$ cat config.mk
export PLATFORM = sky130hd
export DESIGN_NAME = bit_serial_adder
export DESIGN_NICKNAME = d
export VERILOG_FILES = /design/src/rtl/bit_serial_adder.sv
export SDC_FILE = /design/constraint.sdc
export NUM_CORES = 1
export LEC_CHECK = 0
export ABC_AREA = 1
export CORE_ASPECT_RATIO = 1.1
export CORE_MARGIN = 4
export CORE_UTILIZATION = 59
export DETAILED_ROUTE_END_ITERATION = 16
export DONT_BUFFER_PORTS = 1
export PLACE_DENSITY = 0.83
export SLEW_MARGIN = 0
export SYNTH_ARGS = -nofsm -noshare
export SYNTH_HDL_FRONTEND = slang
export SYNTH_SLANG_ARGS = --single-unit
$ cat constraint.sdc
create_clock -name clk -period 1.8 [get_ports clk]
set_clock_uncertainty 0.15 [all_clocks]
set_input_delay 0.18 -clock clk [delete_from_list [all_inputs] [get_ports clk]]
set_output_delay 0.18 -clock clk [all_outputs]
set_load 0.03 [all_outputs]
$ cat src/rtl/bit_serial_adder.sv
// bit_serial_adder: adds two WIDTH-bit operands by shifting them LSB first
// through a single one-bit full-adder cell, one bit per clock, with
// valid/ready handshakes on the operand side and on the result side.
// Optional feature macro: OVERFLOW_EN adds the signed-overflow output ovf.
module bit_serial_adder #(
   parameter int WIDTH = 4,
   parameter int CNT_W = 3
) (
   input  logic             clk,
   input  logic             rst,
   input  logic             in_valid,
   output logic             in_ready,
   input  logic [WIDTH-1:0] a,
   input  logic [WIDTH-1:0] b,
   input  logic             ci,
   output logic             out_valid,
   input  logic             out_ready,
   output logic [WIDTH-1:0] sum,
`ifdef OVERFLOW_EN
   output logic             co,
   output logic             ovf
`else
   output logic             co
`endif
);

   typedef enum logic [1:0] {
      IDLE,
      RUN,
      DONE
   } state_t;

   localparam logic [CNT_W-1:0] LAST_BIT = CNT_W'(WIDTH - 1);

   state_t           state;
   logic [CNT_W-1:0] count;
   logic [WIDTH-1:0] sa;
   logic [WIDTH-1:0] sb;
   logic [WIDTH-1:0] sreg;
   logic             carry;
   logic             fa_s;
   logic             fa_c;
`ifdef OVERFLOW_EN
   logic             cmsb;
`endif

   // The single full-adder cell, fed by the low bits of the operand shifters
   always_comb begin
      fa_s = sa[0] ^ sb[0] ^ carry;
      fa_c = (sa[0] & sb[0]) | (carry & (sa[0] ^ sb[0]));
   end

   // Handshake FSM and bit-serial datapath; outputs are all registered
   always_ff @(posedge clk) begin
      if (rst) begin
         state     <= IDLE;
         count     <= '0;
         sa        <= '0;
         sb        <= '0;
         sreg      <= '0;
         carry     <= 1'b0;
         in_ready  <= 1'b1;
         out_valid <= 1'b0;
`ifdef OVERFLOW_EN
         cmsb      <= 1'b0;
`endif
      end else begin
         case (state)
            IDLE: begin
               if (in_valid && in_ready) begin
                  sa       <= a;
                  sb       <= b;
                  carry    <= ci;
                  sreg     <= '0;
                  count    <= '0;
                  in_ready <= 1'b0;
                  state    <= RUN;
               end
            end
            RUN: begin
               sa    <= sa >> 1;
               sb    <= sb >> 1;
               sreg  <= {fa_s, sreg[WIDTH-1:1]};
               carry <= fa_c;
               count <= count + 1'b1;
               if (count == LAST_BIT) begin
                  out_valid <= 1'b1;
                  state     <= DONE;
`ifdef OVERFLOW_EN
                  cmsb      <= carry;
`endif
               end
            end
            DONE: begin
               if (out_valid && out_ready) begin
                  out_valid <= 1'b0;
                  in_ready  <= 1'b1;
                  state     <= IDLE;
               end
            end
            default: begin
               out_valid <= 1'b0;
               in_ready  <= 1'b1;
               state     <= IDLE;
            end
         endcase
      end
   end

   assign sum = sreg;
   assign co  = carry;

`ifdef OVERFLOW_EN
   // Signed overflow is the carry into the MSB disagreeing with the carry out
   assign ovf = out_valid & (cmsb ^ carry);
`endif

endmodule

==> out/metrics.csv <==
metric;value;unit
layout.nets;155;
cts_setup_buffers;0;
timing.rr.end;sum[3];
design_area;1070;sq um
die_y;49.6;microns
cp_data_arrival_time;1540;ps
worstPathRequired;1890;ps
drive_gt1_share;13.0;%
worstRegToRegCells;4;
placed_cell_area;927;sq um
slew_viol_final;0;
overflow;0;
cts_tree;built;
grt_pass1_wl;3.31;mm
drt_iter0_drc;14;
fin_ws;347;ps
hold_slack;18.2;ps
fillCellCount;110;
port_buffers;0;
n_antenna_cell;0;
p_per_area;890;nW/um^2
leakagePower;0.468;nW
critPathLaunchType;flop;
dp_slack;380;ps
regToRegSetupSlack;350;ps
multiInputGateArea;455;sq um
start_util;65.5;%
cts_inserted_buffers;3;
synth_nets;141;
ys_warn_count;0;
wire_per_inst;12.7;microns
cts.htree.levels;1;
core_area;1420;sq um
clock_latency;300;ps
rows;14;
grtUsageTotal;19.3;%
tightestPinTransition;459;ps
grt_pass1_vias;756;
drc;0;
clock-root-buffer;clkbuf_4;
crit_fanout;2;
ant_nets;0;
avgViaCountPerCell;5.21;
dieWidth;45.8;microns
register_area;400;sq um
relSlewSlack;69.3;%
worstSetupPathType;flop to flop;
syn_to_final_growth;15.5;%
vias;803;
ios;20;
cts_sinks;20;
fmaxAchievable;688;MHz
firstDrtPassIters;4;
outcome;finished, final reports clean;
yosysSeqAreaShare;43.1;%
cp-endpoint;sum[3];
grt_max_degree;16;
synth_area;930;sq um
clkTransAtPathRegs;110;ps
rsz0062_at_grt;false;
final_common_cell;nand2_1;
routabilityCongestion;0.744;
cp-end-kind;flop;
hold_violations;0;
crit_start;co;
dieArea;2280;sq um
setup_violations;0;
hpwlAfterDp;1.24;mm
synthCells;125;
post_synth_num_cell_types;22;
period_share;80.7;%
mostFrequentLayoutCells;nand2_1 (40), dfxtp_1 (20), nor2_1 (17);
antenna_found_initial;0;
ys_ff_latch;20;
dp_cells;139;
drt_wl_total;1.95;mm
layout_min_cycle_time;1450;ps
fin_cells;154;
irDropWorstVdd;711;uV
hold_path_class;primary input to flop;
fin_setup_tns;0;ps
synth_area_per_cell;7.44;sq um
cts_buffer_depth;2;
regToRegStartpoint;co;
drv_cap;0;
-- cell usage after synthesis, drive strengths merged --
library cell	count	area share, %
dfxtp	20	43
or2	2	1.3
a21o	1	0.81
nand3	3	2.2
ha	2	2.7
nor2	17	6.9
fa	1	2.2
nand2	44	20
o21ai	9	4.8
inv	9	3.9
a21oi	13	8.2
buf	3	3.6
clkbuf	1	0.40
-- per-stage QoR --
stage	util [%]	power [mW]
after floorplan	-	0.662
after global placement	65.3	0.675
after detailed placement	65.3	0.682
after CTS	75.7	0.957
after global routing	75.7	1.01
final	75.7	0.955
-- area by class of cell --
type,count,area share (%)
Inverter,9,3.38
Timing Repair Buffer,13,11.7
Tap cell,16,1.86
Clock buffer,4,3.38
Multi-Input combinational cell,92,42.4
Sequential cell,20,37.3
-- worst min path at each step --
stage,start,end,slack [ps],cells after the start
2_1_floorplan,rst,in_ready,130,2
3_3_place_gp,rst,sum[3],90,1
3_5_place_dp,rst,count[1],100,1
4_1_cts,rst,sb[0],10,3
5_1_grt,rst,sb[2],30,3
6_report,rst,sb[2],20,3
-- power breakdown --
| group | internal, mW | leakage (nW) | total, mW | switching, mW |
|---|---|---|---|---|
| sequential | 0.478 | 0.164 | 0.509 | 0.0304 |
| clock | 0.123 | 0.0210 | 0.257 | 0.134 |
| combinational | 0.0715 | 0.283 | 0.189 | 0.118 |
| total | 0.673 | 0.468 | 0.955 | 0.282 |
-- worst max-delay path, cell delays in order (launching register included) --
cell and delay (ps):
dfxtp_1 350, inv_1 60, fa_1 450, or2_0 250, a21oi_2 130
-- sequential cells by signal, summed over array words and instances, names as in the netlist --
register	cells
state	2
co	1
sum	4
sb	4
out_valid	1
sa	4
count	3
in_ready	1
-- repair_timing --
item                                   4_1_cts  5_1_grt
endpoints found under the hold margin       18        0
hold buffers                                11        0
gates resized for setup                      0        0
-- metal layers --
| layer | GRT usage, % | routed length [microns] |
|---|---|---|
| met3 | 3.64 | 105 |
| met1 | 23.8 | 844 |
| met4 | 5.69 | 30 |
| met2 | 32.8 | 970 |
| met5 | 0 | 0 |
-- logic make-up (layout without fill, tap and decap cells) --
logic type               after synthesis  in the layout  synth area share, %
buffers and inverters                 13             26                 7.94
flip-flops                            20             20                 43.1
AO/OA/AOI/OAI                         23             23                 13.9
AND/OR/NAND/NOR                       66             66                 30.3
adder cells (fa/ha/maj)                3              3                 4.84
(Power assumes the default switching activity.)
